[config.mk]
export PLATFORM = sky130hd
export DESIGN_NAME = rca_8bit
export DESIGN_NICKNAME = d
export VERILOG_FILES = /design/src/rtl/rca_8bit.sv
export SDC_FILE = /design/constraint.sdc
export NUM_CORES = 1
export LEC_CHECK = 0
export CORE_MARGIN = 5
export CORE_UTILIZATION = 25
export DETAILED_ROUTE_END_ITERATION = 8
export SLEW_MARGIN = 20
export SYNTH_ARGS = -nofsm -noshare
export SYNTH_HDL_FRONTEND = slang
export SYNTH_SLANG_ARGS = --single-unit
export TNS_END_PERCENT = 1
[constraint.sdc]
create_clock -name clk -period 6.1 [get_ports clk]
set_input_delay 1.22 -clock clk [delete_from_list [all_inputs] [get_ports clk]]
set_output_delay 1.22 -clock clk [all_outputs]
set_load 0.05 [all_outputs]
[src/rtl/rca_8bit.sv]
// 8-bit ripple-carry adder with a combinational sum/carry and a registered
// copy of sum, carry-out and signed overflow for synchronous consumers.
module rca_8bit #(
  parameter int unsigned WIDTH = 8
) (
  input  logic             clk,
  input  logic             rst,
  input  logic [WIDTH-1:0] A,
  input  logic [WIDTH-1:0] B,
  input  logic             Cin,
  output logic [WIDTH-1:0] S,
  output logic             Co,
  output logic [WIDTH-1:0] S_q,
  output logic             Co_q,
  output logic             V_q
);

  logic [WIDTH:0]   c;
  logic [WIDTH-1:0] s;
  logic             v;

  // Full-adder chain: each cell's carry-out feeds the next cell's carry-in.
  always_comb begin
    c    = '0;
    s    = '0;
    c[0] = Cin;
    for (int unsigned i = 0; i < WIDTH; i++) begin
      s[i]   = A[i] ^ B[i] ^ c[i];
      c[i+1] = (A[i] & B[i]) | (c[i] & (A[i] ^ B[i]));
    end
  end

  // Signed overflow: carries into and out of the sign bit disagree.
  assign v  = c[WIDTH] ^ c[WIDTH-1];
  assign S  = s;
  assign Co = c[WIDTH];

  always_ff @(posedge clk or posedge rst) begin
    if (rst) begin
      S_q  <= '0;
      Co_q <= 1'b0;
      V_q  <= 1'b0;
    end else begin
      S_q  <= s;
      Co_q <= c[WIDTH];
      V_q  <= v;
    end
  end

endmodule

== Word-level counts from Yosys, hierarchy flattened ==
Cells that the tools add are included.

* Output and inout port bits: 19
* Input port bits: 19
* Word-level logic and storage cells: 44
* Register bits after elaboration: 10

* Bitwise gates (word level): 41

{| class="wikitable"
|+ Operators by type and width
! operator !! count
|-
| $xor A1 B1 Y1 || 17
|-
| $and A1 B1 Y1 || 16
|-
| $or A1 B1 Y1 || 8
|}

== Longest topological paths before layout ==
Gate-level depths: netlist of the first run.

* Depth in word-level cells: 18
* Gate-level depth with buffers: 12
* Depth with buffers taken out: 12

== Least setup slack after synthesis of the first run ==
OpenSTA, ideal clock, no wires.

* Path type: in2out
* Start: input port A[0]
* End: output port S[7]
* Path slack: 0.300 ns
* Cell stages on the path: 12
* Buffers on the path: 0
* Arrival time: 4.580 ns
* Data required time: 4.880 ns
* Cells stage by stage: fa_1 > inv_1 > fa_1 > inv_1 > fa_1 > fa_1 > fa_1 > fa_1 > fa_1 > inv_1 > fa_1 > inv_1

* Word-level cells in the longest chain between the ends: 16
* Elaborated cells between the ends (all ways): 17
* Those cells by class: 17 x bitwise

{| class="wikitable"
|+ Ends and longest elaborated chain
! item !! line !! RTL
|-
| start: declaration || 8 || <nowiki>input logic [WIDTH-1:0] A,</nowiki>
|-
| $xor A1 B1 Y1 || 29 || <nowiki>c[i+1] = (A[i] & B[i]) | (c[i] & (A[i] ^ B[i]));</nowiki>
|-
| $and A1 B1 Y1 || 29 ||
|-
| $or A1 B1 Y1 (*) || 29 ||
|-
| $and A1 B1 Y1 (*) || 29 ||
|-
| $or A1 B1 Y1 (*) || 29 ||
|-
| $and A1 B1 Y1 (*) || 29 ||
|-
| $or A1 B1 Y1 (*) || 29 ||
|-
| $and A1 B1 Y1 (*) || 29 ||
|-
| $or A1 B1 Y1 (*) || 29 ||
|-
| $and A1 B1 Y1 (*) || 29 ||
|-
| $or A1 B1 Y1 (*) || 29 ||
|-
| $and A1 B1 Y1 (*) || 29 ||
|-
| $or A1 B1 Y1 (*) || 29 ||
|-
| $and A1 B1 Y1 (*) || 29 ||
|-
| $or A1 B1 Y1 (*) || 29 ||
|-
| $xor A1 B1 Y1 (*) || 28 || <nowiki>s[i] = A[i] ^ B[i] ^ c[i];</nowiki>
|-
| end: declaration || 11 || <nowiki>output logic [WIDTH-1:0] S,</nowiki>
|}

Every way passes the cells marked *; elsewhere a longest branch is shown, timed or not.

== Worst setup path after layout of the first run ==
Same ends and word-level chain as after synthesis.

==> results.json, run 1 <==
{
  "std_cell_rows": 15,
  "place.gp.congestion": 0.654,
  "final_core_util": 0.553,
  "fp.dieArea_sq_mm": 0.00280,
  "min_period_ps": 5800,
  "gr-total-overflow": 0,
  "numPortBuffers": 37,
  "start_util": 0.264,
  "vias_per_cell": 3.48,
  "cp_data_required_time_ps": 4880,
  "worst-path-max-fanout": 2,
  "leakage_nw": 0.447,
  "die_w_um": 52.9,
  "yosysUniqueCellTypes": 4,
  "drv_cap": 0,
  "core_sq_mm": 0.00175,
  "yosys_register_bits": 10,
  "die_y_um": 52.9,
  "drv_slew": 0,
  "path_clk_slew_ps": 60,
  "end_kind": "output pin",
  "hold_viol": 0,
  "seq_area_sq_um": 250,
  "start_kind": "input pin",
  "stdcell_area_sq_um": 966,
  "drc_errors": 0,
  "peakVddDrop_uv": 126,
  "syn_inst": 30,
  "nNetsFinal": 101,
  "n_fill_cell": 156,
  "crit_arrival_ps": 4580,
  "hold_buffers": 0,
  "grt_util_all_layers": 0.0799,
  "cts_setup_buffers": 0,
  "htreeDepth": 1,
  "yosysSeqAreaShare": 0.543,
  "fin_setup_tns_ps": 0,
  "drt_pass1_iterations": 1,
  "grt_setup_unrepaired": "no",
  "routed-via-count": 341,
  "wl_per_cell_um": 10.4,
  "outcome": "complete, no violations",
  "multi_input_area_sq_um": 186,
  "antenna_left": 0,
  "post-dp-hpwl_um": 953,
  "max_freq_ghz": 0.172,
  "diodes": 0,
  "cts_tree": "done",
  "finalSetupViolCount": 0,
  "tightest_slew_ps": 512,
  "grt_pass1_wl_um": 1550,
  "relSlewSlack": 0.658,
  "pin_count": 38,
  "syn_area_sq_um": 460,
  "avgSynthCellArea_sq_um": 15.3,
  "finalCritPeriodShare": 0.951,
  "grt_pass1_vias": 358,
  "syn_nets": 57,
  "drive_gt1_frac": 0.274,
  "power.density_mw_per_mm2": 330,
  "clock_sinks": 10,
  "grt_max_degree": 11,
  "drtIter0Drc": 0,
  "cts_buffers": 3,
  "layout_common_cells": "30 x clkdlybuf4s50_1, 10 x dfrtp_1, 8 x inv_1",
  "area_growth_pct": 110,
  "hp-class": "input pin to asynchronous set/reset pin",
  "synth_warnings": 0,
  "drt_wl_total_um": 1020,
  "clock_path_buffers": 2,
  "antenna_found_initial": 0,
  "cts_root_buf": "clkbuf_4",
  "layout_commonest_cell": "clkdlybuf4s50_1",
  "crit_type": "input pin to output pin",
  "place_area_sq_um": 905
}
==> critical path: stages <==
cell            delay [ps]
dlymetal6s2s_1         140
fa_2                   380
inv_2                   60
fa_2                   170
inv_1                   50
fa_2                   360
fa_2                   370
fa_2                   370
fa_2                   370
fa_2                   380
inv_2                   60
fa_1                   420
inv_2                   90
buf_12                 130
==> synthesized netlist by cell type (all sizes together) <==
| library cell | instances | area, sq um |
|---|---|---|
| inv | 11 | 41.3 |
| dfrtp | 10 | 250 |
| fa | 8 | 160 |
| xnor2 | 1 | 8.76 |
==> metal layers <==
layer  wire (um)  part of all wire  track usage  up-vias
met5           0                 0            0        -
met4           0                 0       0.0638        0
met3          63             0.062       0.0225        0
met2         592              0.58        0.122       13
met1         360              0.35       0.0925      163
li1            -                 -            -      165
==> timing repair <==
item                                    in CTS  in global routing
cloned                                       0                  0
endpoints found under the setup margin       1                  1
gates resized for setup                      5                  8
pin swaps                                    0                  7
==> where the power goes <==
group	switching (mW)	total, mW	internal, mW
combinational	0.111	0.181	0.0698
clock	0.0205	0.0566	0.0361
sequential	0.00276	0.0810	0.0783
total	0.135	0.319	0.184
==> worst max-delay path by stage <==
stage / cells after the start / startpoint / slack [ps] / end
floorplan: 12 / A[0] / 300 / S[7]
global placement: 14 / A[0] / -150 / S[7]
detailed placement: 14 / A[0] / -180 / S[7]
CTS: 14 / A[0] / 30 / S[7]
global route: 14 / A[0] / 180 / S[7]
finish: 14 / A[0] / 300 / S[7]
==> area by class of cell <==
type,instances,area share
timing repair buffer,39,0.435
sequential,10,0.259
multi-input combinational,9,0.193
inverter,11,0.0427
clock buffer,4,0.0376
tap,25,0.0324
==> kinds of logic after synthesis <==
| family | Yosys count | share of synthesized area |
|---|---|---|
| buffers and inverters | 11 | 0.0897 |
| DFF | 10 | 0.543 |
| adders and majority gates | 8 | 0.348 |
| xor gates and xnor gates | 1 | 0.0190 |
==> flip-flops by register name, indices dropped and copies added (netlist names) <==
| name | cells |
|---|---|
| Co_q | 1 |
| S_q | 8 |
| V_q | 1 |
==> metrics by stage <==
stage	hold slack, ps	total power [mW]	std cells	setup WS (ps)
final	1220	0.319	98	299
after global routing	1290	0.332	98	181
after CTS	1230	0.323	98	25.7
after detailed placement	1510	0.263	94	-182
after global placement	1500	0.262	94	-151
after floorplan	1060	0.189	30	300
Note: power is estimated with default switching activity, not from simulation.
==> run 2: changes to the inputs <==
--- a/config.mk
+++ b/config.mk
@@ -6,8 +6,10 @@
 export NUM_CORES = 1
 export LEC_CHECK = 0
 export CORE_MARGIN = 5
-export CORE_UTILIZATION = 25
+export CORE_UTILIZATION = 30
 export DETAILED_ROUTE_END_ITERATION = 8
+export PLACE_DENSITY = 0.75
+export SETUP_SLACK_MARGIN = 0.1
 export SLEW_MARGIN = 20
 export SYNTH_ARGS = -nofsm -noshare
 export SYNTH_HDL_FRONTEND = slang
==> run 2 against run 1 <==
Fmax down 1.0%. Sequential share of layout area increased by 1.1 points. Combinational power hardly changed. Flip-flop and latch count unchanged. Die area shrank 14%. Critical endpoint unchanged. Largest power group unchanged.
==> results.json, run 2 (synthesis gave the netlist of run 1 again) <==
{
  "crit_top_cell": "fa_2",
  "drv_slew": 0,
  "cp_data_required_time_ps": 4880,
  "grt_max_degree": 11,
  "std_cell_rows": 14,
  "end_kind": "output pin",
  "drive_gt1_frac": 0.250,
  "wl_per_cell_um": 13.4,
  "hold_buffers": 0,
  "nNetsFinal": 101,
  "slowest_delay_ps": 420,
  "grt_pass1_wl_um": 1880,
  "crit_arrival_ps": 4640,
  "drv_cap": 0,
  "grt_util_all_layers": 0.110,
  "routed-via-count": 342,
  "outcome": "complete, no violations",
  "peakVddDrop_uv": 142,
  "hold_viol": 0,
  "die_y_um": 49.2,
  "power.density_mw_per_mm2": 328,
  "finalSetupViolCount": 0,
  "layout_common_cells": "30 x clkdlybuf4s50_1, 10 x dfrtp_1, 8 x inv_1",
  "seq_area_sq_um": 250,
  "leakage_nw": 0.417,
  "gr-total-overflow": 0,
  "crit_slowest_cell": "fa_1",
  "area_growth_pct": 101,
  "drtIter0Drc": 4,
  "cts_tree": "done",
  "max_freq_ghz": 0.171,
  "n_fill_cell": 118,
  "largest_reg_flops": 8,
  "core_sq_mm": 0.00149,
  "grt_pass1_vias": 397,
  "cts_buffers": 3,
  "antenna_left": 0,
  "pin_count": 38,
  "die_w_um": 49.2,
  "drt_pass1_iterations": 2,
  "fp.dieArea_sq_mm": 0.00242,
  "min_period_ps": 5860,
  "start_kind": "input pin",
  "worst-path-max-fanout": 2,
  "reg_top3": "S_q (8), Co_q (1), V_q (1)",
  "path_cells": "dlygate4sd2_1, fa_2, inv_2, fa_1, inv_1, fa_2, fa_2, fa_2, fa_2, fa_2, inv_2, fa_1, inv_2, buf_12",
  "antenna_found_initial": 0,
  "layout_commonest_cell": "clkdlybuf4s50_1",
  "crit_type": "input pin to output pin",
  "drc_errors": 0,
  "clock_sinks": 10,
  "htreeDepth": 1,
  "hp-class": "input pin to asynchronous set/reset pin",
  "numPortBuffers": 37,
  "multi_input_area_sq_um": 184,
  "clock_path_buffers": 2,
  "grt_setup_unrepaired": "no",
  "power.total_uw": 304,
  "tightest_slew_ps": 522,
  "regMostFlops": "S_q",
  "path_clk_slew_ps": 50,
  "post-dp-hpwl_um": 1120,
  "place.gp.congestion": 0.656,
  "drt_wl_total_um": 1180,
  "relSlewSlack": 0.651,
  "diodes": 0,
  "start_util": 0.309,
  "cts_root_buf": "clkbuf_4",
  "fin_setup_tns_ps": 0,
  "cts_setup_buffers": 0,
  "finalCritPeriodShare": 0.961,
  "vias_per_cell": 3.89
}
-- run 2: cell types whose count changed in the layout (fill, tap and decap cells not counted) --
cell            previous run  this run
clkbuf_8                   1         0
dlygate4sd2_1              0         3
dlymetal6s2s_1             3         0
fa_1                       1         2
fa_2                       7         6
-- run 2: final cells by class --
type	instances	area share
Clock buffer	3	0.0243
Multi-Input combinational cell	9	0.198
Inverter	11	0.0445
Tap cell	16	0.0216
Timing Repair Buffer	39	0.441
Sequential cell	10	0.270
-- run 2: what timing repair did --
action,4_1_cts,5_1_grt
resized for setup,12,0
pin swaps,7,2
endpoints found under the setup margin,2,1
-- run 2: per-layer routing --
metal,routed length (um),GRT usage,share of wire,vias up
li1,-,-,-,164
met2,696,0.193,0.59,19
met3,101,0.0306,0.086,2
met5,0,0,0,-
met4,22,0.0942,0.019,0
met1,354,0.101,0.30,157
-- run 2: how the worst max path moves through the flow --
stage,startpoint,to,slack [ps],cells past startpoint
5_1_grt,A[0],S[7],110,14
3_5_place_dp,A[0],S[7],-200,14
3_3_place_gp,A[0],S[7],-140,14
4_1_cts,A[0],S[7],160,14
2_1_floorplan,A[0],S[7],300,12
6_report,A[0],S[7],240,14
-- run 2: metrics by stage --
stage               worst slack, ps  instances  hold slack [ps]   util  cell area, sq um
global placement               -136         85             1500  0.600               893
CTS                             159         88             1240  0.623               927
floorplan                       300         30             1060      -               460
detailed placement             -201         85             1510  0.600               893
global route                    112         88             1290  0.623               927
finish                          240         88             1230  0.623               927
-- run 2: critical path: cells and delay by family --
kind / cells / cell delay, ps
adder cells (fa/ha/maj): 8 / 2760
buffers and inverters: 6 / 640
-- run 2: power by group --
part	internal (mW)	leakage, nW	switching (mW)
Sequential	0.0784	0.117	0.00297
Combinational	0.0695	0.287	0.113
Clock	0.0225	0.0138	0.0179
==> run 3: changes to the inputs <==
--- a/config.mk
+++ b/config.mk
@@ -8,7 +8,7 @@
 export CORE_MARGIN = 5
 export CORE_UTILIZATION = 30
 export DETAILED_ROUTE_END_ITERATION = 8
-export PLACE_DENSITY = 0.75
+export PLACE_DENSITY_LB_ADDON = 0.12
 export SETUP_SLACK_MARGIN = 0.1
 export SLEW_MARGIN = 20
 export SYNTH_ARGS = -nofsm -noshare
==> run 3 against run 2 <==
Design area is 3.1% higher. First-iteration DRC count is 50% lower. Sequential power hardly changed. Total power is 5.7% higher. Largest power group unchanged. Flip-flop and latch count stayed put. Sequential share of layout area is 0.81 points lower. Critical path type unchanged. Worst hold slack worse by 1.5 ps. Clock power is 43% higher. Non-clock buffer count is 2 higher.
==> results.json, run 3 (synthesis gave the netlist of run 1 again) <==
{
  "outcome": "complete, no violations",
  "place.gp.congestion": 0.623,
  "swShare": 0.424,
  "layout_commonest_cell": "clkdlybuf4s50_1",
  "nNetsFinal": 103,
  "drt_wl_total_um": 1060,
  "reg_top3": "S_q (8), Co_q (1), V_q (1)",
  "peakVddDrop_uv": 189,
  "fin_setup_tns_ps": 0,
  "min_period_ps": 5800,
  "internal-power_uw": 185,
  "hold_viol": 0,
  "crit_type": "input pin to output pin",
  "cts_root_buf": "clkbuf_4",
  "fp.dieArea_sq_mm": 0.00242,
  "wl_per_cell_um": 11.7,
  "drt_pass1_iterations": 2,
  "relSlewSlack": 0.660,
  "grt_util_met2": 0.200,
  "grt_setup_unrepaired": "no",
  "cts_tree": "done",
  "numPortBuffers": 37,
  "grt_use_met1": 0.0909,
  "leakage_nw": 0.434,
  "drv_slew": 0,
  "htreeDepth": 1,
  "routed-via-count": 377,
  "gr-usage-met3": 0.0826,
  "end_kind": "output pin",
  "post-dp-hpwl_um": 915,
  "drv_cap": 0,
  "diodes": 0,
  "slowest_delay_ps": 420,
  "drive_gt1_frac": 0.280,
  "n_fill_cell": 127,
  "vias_per_cell": 4.14,
  "tightest_slew_ps": 508,
  "std_cell_rows": 14,
  "start_kind": "input pin",
  "grt_max_degree": 11,
  "area_growth_pct": 108,
  "power.total_uw": 321,
  "core_sq_mm": 0.00149,
  "cts_buffers": 3,
  "finalCritPeriodShare": 0.951,
  "switchingPower_uw": 136,
  "antenna_left": 0,
  "grt_pass1_wl_um": 1930,
  "clockPowerShare": 0.180,
  "crit_arrival_ps": 4580,
  "pwr-share-seq": 0.253,
  "crit_top_cell": "fa_2",
  "largest_reg_flops": 8,
  "layout_common_cells": "30 x clkdlybuf4s50_1, 10 x dfrtp_1, 8 x inv_1",
  "max_freq_ghz": 0.172,
  "hp-class": "input pin to asynchronous set/reset pin",
  "die_w_um": 49.2,
  "hold_buffers": 0,
  "grt_pass1_vias": 430,
  "path_cells": "dlygate4sd2_1, fa_2, inv_2, fa_1, inv_1, fa_2, fa_2, fa_2, fa_2, fa_2, inv_2, fa_1, inv_2, buf_12",
  "final_core_util": 0.642,
  "regMostFlops": "S_q",
  "start_util": 0.309,
  "antenna_found_initial": 0,
  "gr-total-overflow": 0,
  "cp_data_required_time_ps": 4880,
  "drtIter0Drc": 2,
  "power.density_mw_per_mm2": 336,
  "path_clk_slew_ps": 60,
  "die_y_um": 49.2,
  "drc_errors": 0,
  "grt-busiest-layer": "met2",
  "clock_sinks": 10,
  "worstPathBufferInverterCount": 6,
  "critPathTopFamily": "adder cells",
  "pin_count": 38,
  "finalSetupViolCount": 0,
  "combPwrFrac": 0.567,
  "grt_util_all_layers": 0.108,
  "crit_slowest_cell": "fa_1",
  "worst-path-max-fanout": 2,
  "clock_path_buffers": 2
}
-- run 3: changes by cell type in the layout (fill, tap and decap cells not counted) --
cell,before,now
buf_4,3,5
clkbuf_8,0,1
-- run 3: timing repair --
item | in CTS | in global routing
pin swaps | 7 | 4
gates cloned | 0 | 0
setup buffers | 1 | 1
resized for setup | 12 | 0
hold endpoints to repair | 0 | 0
setup endpoints to repair | 2 | 1
-- run 3: layout make-up --
class                   count  area, sq um  share of cell area
flip-flops and latches     10          250               0.262
multi-input cells           9          184               0.192
repair buffers             41          424               0.444
inverters                  11         41.3              0.0432
clock buffers               4         36.3              0.0380
well taps                  16         20.0              0.0209
-- run 3: final timing paths --
path                       startpoint                to  slack, ps  cells after the start
setup / recovery                 A[0]              S[7]        300                     14
hold / removal                    rst  S_q[7]$_DFF_PP0_       1230                      2
max in group asynchronous         rst     V_q$_DFF_PP0_       4600                      2
min in group clk                 B[0]  S_q[0]$_DFF_PP0_       1420                      2
-- run 3: stage by stage --
stage | hold slack [ps] | cells | area (sq um) | setup slack, ps
after floorplan | 1060 | 30 | 460 | 300
after global placement | 1520 | 85 | 893 | -180
after detailed placement | 1540 | 85 | 893 | -174
after CTS | 1250 | 90 | 948 | 178
after global routing | 1270 | 91 | 956 | 122
final | 1230 | 91 | 956 | 296
-- run 3: power groups by stage --
stage	registers (mW)	clock network, mW	logic, mW
after floorplan	0.127	0	0.0618
after global placement	0.0824	0	0.177
after detailed placement	0.0831	0	0.178
after CTS	0.0819	0.0602	0.183
after global routing	0.0832	0.0647	0.191
final	0.0814	0.0578	0.182
-- run 3: layer usage --
layer  wire length (um)  up-vias
met5                  0        -
met1                281      181
met4                  0        0
met2                592       26
met3                189        0
li1                   -      170
